File: config.mk
export PLATFORM = sky130hd
export DESIGN_NAME = m_cp0
export DESIGN_NICKNAME = d
export VERILOG_FILES = /design/src/rtl/cp0_pkg.sv /design/src/rtl/m_cp0_req_gen.sv /design/src/rtl/m_cp0.sv
export SDC_FILE = /design/constraint.sdc
export NUM_CORES = 1
export LEC_CHECK = 0
export BUFFER_PORTS_ARGS = -buffer_cell sky130_fd_sc_hd__buf_2
export CORE_ASPECT_RATIO = 1.2
export CORE_MARGIN = 4
export CORE_UTILIZATION = 43
export DETAILED_ROUTE_END_ITERATION = 8
export PLACE_DENSITY_LB_ADDON = 0.05
export SLEW_MARGIN = 40
export SYNTH_ARGS = -nofsm -noshare
export SYNTH_HDL_FRONTEND = slang
export SYNTH_SLANG_ARGS = --single-unit
File: constraint.sdc
create_clock -name clk -period 2 [get_ports clk]
set_clock_uncertainty 0.1 [all_clocks]
set_input_delay 0.2 -clock clk [delete_from_list [all_inputs] [get_ports clk]]
set_output_delay 0.2 -clock clk [all_outputs]
set_load 0.005 [all_outputs]
File: src/rtl/cp0_pkg.sv
// cp0_pkg: register numbers, exception codes and field positions shared by the CP0 slice
package cp0_pkg;
    localparam logic [4:0] REG_BADVADDR = 5'd8;
    localparam logic [4:0] REG_SR       = 5'd12;
    localparam logic [4:0] REG_CAUSE    = 5'd13;
    localparam logic [4:0] REG_EPC      = 5'd14;
    localparam logic [4:0] REG_PRID     = 5'd15;
    localparam logic [4:0] EXC_INT  = 5'd0;
    localparam logic [4:0] EXC_ADEL = 5'd4;
    localparam logic [4:0] EXC_ADES = 5'd5;
    localparam logic [4:0] EXC_RI   = 5'd10;
    localparam logic [4:0] EXC_OV   = 5'd12;
    localparam logic [31:0] HANDLER_ADDR = 32'h0000_4180;
    localparam int IM_LSB   = 10;
    localparam int EXL_BIT  = 1;
    localparam int IE_BIT   = 0;
    localparam int BD_BIT   = 31;
    localparam int CODE_LSB = 2;
    // Return address for a trapping instruction: a delay-slot instruction restarts at its branch
    function automatic logic [31:0] epc_of(input logic [31:0] pc, input logic bd);
        return (bd ? pc - 32'd4 : pc) & 32'hFFFF_FFFC;
    endfunction
endpackage

File: src/rtl/m_cp0_req_gen.sv
// m_cp0_req_gen: combinational arbitration of hardware interrupts over pipelined exceptions
module m_cp0_req_gen
    import cp0_pkg::*;
#(
    parameter int HW_INT_W = 6
) (
    input  logic [HW_INT_W-1:0] hw_int,
    input  logic [HW_INT_W-1:0] im,
    input  logic                ie,
    input  logic                exl,
    input  logic [4:0]          exc_code,
    output logic                req,
    output logic                is_int,
    output logic [4:0]          code
);
    // An interrupt needs an unmasked line, IE set and no handler running; it outranks exceptions
    always_comb begin
        is_int = (|(hw_int & im)) & ie & ~exl;
        req    = is_int | ((exc_code != EXC_INT) & ~exl);
        code   = is_int ? EXC_INT : exc_code;
    end
endmodule

File: src/rtl/m_cp0.sv
// m_cp0: M-stage coprocessor 0 (SR, Cause, EPC, PRId); optional BadVAddr under CP0_BADVADDR_EN
module m_cp0
    import cp0_pkg::*;
#(
    parameter logic [31:0] PRID_VAL = 32'h2021_0701,
    parameter int          HW_INT_W = 6
) (
    input  logic                clk,
    input  logic                reset,
    input  logic                we,
    input  logic [4:0]          addr,
    input  logic [31:0]         din,
    input  logic [31:0]         pc,
    input  logic                bd,
    input  logic [4:0]          exc_code,
    input  logic                eret,
    input  logic [HW_INT_W-1:0] hw_int,
`ifdef CP0_BADVADDR_EN
    input  logic [31:0]         bad_vaddr,
`endif
    output logic [31:0]         dout,
    output logic [31:0]         epc_out,
    output logic                req
);
    logic [HW_INT_W-1:0] im, ip;
    logic                exl, ie, cause_bd, is_int;
    logic [4:0]          cause_code, code;
    logic [31:0]         epc, sr_val, cause_val, badv_val;

    m_cp0_req_gen #(.HW_INT_W(HW_INT_W)) u_req_gen (
        .hw_int   (hw_int),
        .im       (im),
        .ie       (ie),
        .exl      (exl),
        .exc_code (exc_code),
        .req      (req),
        .is_int   (is_int),
        .code     (code)
    );

    // Trap entry has priority over mtc0; eret clears EXL after any same-cycle SR write
    always_ff @(posedge clk or posedge reset) begin
        if (reset) begin
            im         <= '0;
            exl        <= 1'b0;
            ie         <= 1'b0;
            cause_bd   <= 1'b0;
            ip         <= '0;
            cause_code <= EXC_INT;
            epc        <= '0;
        end else begin
            ip <= hw_int;
            if (req) begin
                exl        <= 1'b1;
                cause_bd   <= bd;
                cause_code <= code;
                epc        <= epc_of(pc, bd);
            end else begin
                if (we && addr == REG_SR) begin
                    im  <= din[IM_LSB +: HW_INT_W];
                    exl <= din[EXL_BIT];
                    ie  <= din[IE_BIT];
                end
                if (we && addr == REG_EPC) epc <= {din[31:2], 2'b00};
                if (eret) exl <= 1'b0;
            end
        end
    end

`ifdef CP0_BADVADDR_EN
    logic [31:0] badv;
    // Faulting address is latched only for address-error exceptions that actually trap
    always_ff @(posedge clk or posedge reset) begin
        if (reset) badv <= '0;
        else if (req && !is_int && (code == EXC_ADEL || code == EXC_ADES)) badv <= bad_vaddr;
    end
    assign badv_val = badv;
`else
    assign badv_val = '0;
`endif

    // Assemble architectural views and select the mfc0 source from the live registers
    always_comb begin
        sr_val    = '0;
        cause_val = '0;
        sr_val[IM_LSB +: HW_INT_W]  = im;
        sr_val[EXL_BIT]             = exl;
        sr_val[IE_BIT]              = ie;
        cause_val[BD_BIT]           = cause_bd;
        cause_val[IM_LSB +: HW_INT_W] = ip;
        cause_val[CODE_LSB +: 5]    = cause_code;
        dout = addr == REG_SR       ? sr_val    :
               addr == REG_CAUSE    ? cause_val :
               addr == REG_EPC      ? epc       :
               addr == REG_PRID     ? PRID_VAL  :
               addr == REG_BADVADDR ? badv_val  : 32'd0;
        epc_out = epc;
    end
endmodule

==> results_dict.tcl <==
set metrics [dict create \
    cts_sinks 50 \
    critPathSlowestCell "dfrtp_1" \
    wl_met2_um 4584 \
    report.final.slew_viol_count 0 \
    grt_max_degree 31 \
    netlist.area_leader.share_pct 38.77 \
    status "finished, violations left" \
    place.port_buffers 145 \
    synth.area.top_cells "dfrtp_1, mux2i_1, nor2_1, xor2_1, xnor2_1" \
    row_count 34 \
    highest_layer "met4" \
    ys_seq_area_share_pct 38.77 \
    die_h_um 102.9 \
    worstSetupStartpointType "flip-flop" \
    worstPathRequired_ns 2.09 \
    path_buf_inv 2 \
    wl_met3_um 661 \
    antenna_left 0 \
    crit_path_end_kind "flip-flop" \
    avgSynthCellArea_um2 9.661 \
    gp_congestion 0.8401 \
    vias 2986 \
    fin_util_pct 61.06 \
    yosys-top-cells-count "mux2i_1, dfrtp_1, nor2_1" \
    drt_first_pass_iters 4 \
    worstMarginPinSlew_ns 0.5364 \
    n_fill_cell 700 \
    yosys_warnings 0 \
    grt-ovfl-total 0 \
    grt_pass1_wl_um 14810 \
    max_freq_mhz 496.9 \
    swShare_pct 36.06 \
    dpl.cell_count 566 \
    p_clk_share_pct 14.2 \
    worst_hold_path_type "in2reg" \
    cts_tree "done" \
    dpl_worst_slack_ns -0.01920 \
    drc 0 \
    seq_power_share_pct 41.2 \
    hpwl_um 7006 \
    insertedDiodeCount 0 \
    syn2layout_area_growth_pct 37.65 \
    numCtsBuffers 5 \
    avgViaCountPerCell 5.070 \
    die_w_um 87.08 \
    synth.largest_area_cell "dfrtp_1" \
    hold_viol_final 0 \
    rsz0062_at_grt "true" \
    insertion_delay_ns 0.31 \
    combinationalPowerShare_pct 44.7 \
    power_uw 4262 \
    violations "setup timing" \
    crit_type "reg2reg" \
    initial_core_util_pct 44.36 \
    worstPathArrival_ns 2.10 \
    drt-total-wl_um 9445 \
    layout_min_cycle_time_ns 2.012 \
    cts_buffer_depth 2 \
    syn_area_mm2 0.003227 \
    r2r_cells 6 \
    gr-usage-all-layers_pct 21.25 \
    finalSetupTns_ns -0.02250 \
    power_leakage_uw 0.002104 \
    antenna_found_initial 0 \
    min_delay_path_depth 2 \
    cp_top_family "compound AO/OA/AOI/OAI gates" \
    core_mm2 0.007274 \
    synthArstFlopShare_pct 100.0 \
    drt-initial-drc-count 78 \
    p_int_uw 2726 \
    synth_most_common_cell "mux2i_1" \
    ys_types 41 \
    worst_slew_margin_rel_pct 64.18 \
    wl_met1_um 4055 \
    setup_violations 2 \
    synth-edff-count 0 \
    drive_above_1_share_pct 38.48 \
    powerDensity_mw_per_mm2 959.6 \
    drv_cap 0 \
    yosys_most_used_dff "dfrtp_1" \
    critPathMaxStageDelay_ns 0.41 \
    netSwitchingPower_uw 1537 \
    grt_pass1_vias 2993 \
    die_area_mm2 0.008960 \
    wire_per_inst_um 16.04 \
    clk_pin_slew_ns 0.10 \
    finalWorstSetupSlack_ns -0.01231 \
    cp.depth 6 \
    h-tree-depth 2 \
    pin_count 150 \
    synth-seq-cells 50 \
    peakVddDrop_v 0.0004855 \
    cts-root-buf "clkbuf_8" \
    crit_fanout 10 \
    nNetsFinal 584 \
    cp_cell_sequence "a22o_1, o31ai_4, a31oi_4, buf_12, buf_4, mux2_1" \
    final.period_utilization_pct 100.6 \
    layout.cells.non_filler 589 \
    synthCells 334 \
]
state kept, by name (all words and copies together) (netlist names):
register / cells
ip: 6
ie: 1
epc_out: 30
exl: 1
im: 6
cause_code: 5
cause_bd: 1
power groups by stage:
stage          Combinational, uW  Clock (uW)  Sequential, uW
4_1_cts                     1890         622            1760
2_1_floorplan                922           0            1730
6_report                    1900         604            1750
3_5_place_dp                1620           0            1770
3_3_place_gp                1600           0            1760
5_1_grt                     2100         669            1830
cell families after synthesis:
| kind of cell | Yosys count | share of synthesized area [%] |
|---|---|---|
| compound gates | 36 | 7.174 |
| xor+xnor | 29 | 7.871 |
| fa+ha+maj | 1 | 0.3877 |
| buf+inv | 26 | 3.645 |
| flops | 50 | 38.77 |
| mux | 63 | 19.85 |
| other cells | 1 | 0.1162 |
| simple gates | 128 | 22.18 |
stage by stage:
step / hold WS (ns) / area [um^2]
2_1_floorplan: 0.1314 / 3231
3_3_place_gp: 0.1798 / 4140
3_5_place_dp: 0.1798 / 4140
4_1_cts: -0.08939 / 4402
5_1_grt: 0.01830 / 4442
6_report: 0.02439 / 4442
per-layer routing:
| layer | global-route usage [%] | up-vias |
|---|---|---|
| met5 | 0 | - |
| met4 | 5.635 | 0 |
| met3 | 3.917 | 13 |
| met2 | 36.41 | 106 |
| met1 | 27.50 | 1371 |
| li1 | - | 1496 |
layout by cell type (no fill, tap or decap), types with 2 or more instances in the layout:
cell	instances
dlygate4sd3_1	8
nor3_1	10
nand2_1	21
mux2_1	2
dfrtp_1	50
nor2_1	39
mux2i_1	55
xor2_1	16
a22oi_1	6
inv_1	7
and3_1	2
conb_1	2
or4_4	2
nor4_1	5
o21ai_1	16
buf_2	144
xnor2_1	13
bufbuf_16	2
mux2_4	6
and2_1	14
nand4_1	5
nor4_4	2
nand3b_1	5
or4_1	3
a22o_1	3
a21oi_1	6
clkbuf_8	5
nand3_1	7
buf_4	16
nor2b_1	5
buf_12	3
layout make-up:
type                       count  area, um^2  share of cell area (%)
multi-input combinational    259        1901                   42.79
sequential                    50        1251                   28.17
timing repair buffer         174        1057                   23.80
tap                           90       112.6                   2.535
clock buffer                   5       68.82                   1.549
inverter                       8       30.03                  0.6761
clock inverter                 3       21.27                  0.4789
final timing paths:
kind                                       to           from  slack [ns]
worst max-delay path                 cause_bd          im[1]       -0.01
worst min-delay path                       ie         din[0]        0.02
worst max register to register       cause_bd          im[1]       -0.01
worst min register to register  cause_code[0]  cause_code[0]        0.43
max in group asynchronous         epc_out[13]          reset        0.86
min in group asynchronous         epc_out[14]          reset        0.40
what timing repair did:
| action | 4_1_cts | 5_1_grt |
|---|---|---|
| gates resized for setup | 1 | 6 |
| cloned | 2 | 0 |
| setup buffers | 4 | 1 |
| hold buffers | 7 | 1 |
| hold endpoints to repair | 28 | 1 |
| endpoints found under the setup margin | 1 | 37 |
| pin swaps | 2 | 3 |
Power figures use the tool's default switching activity.
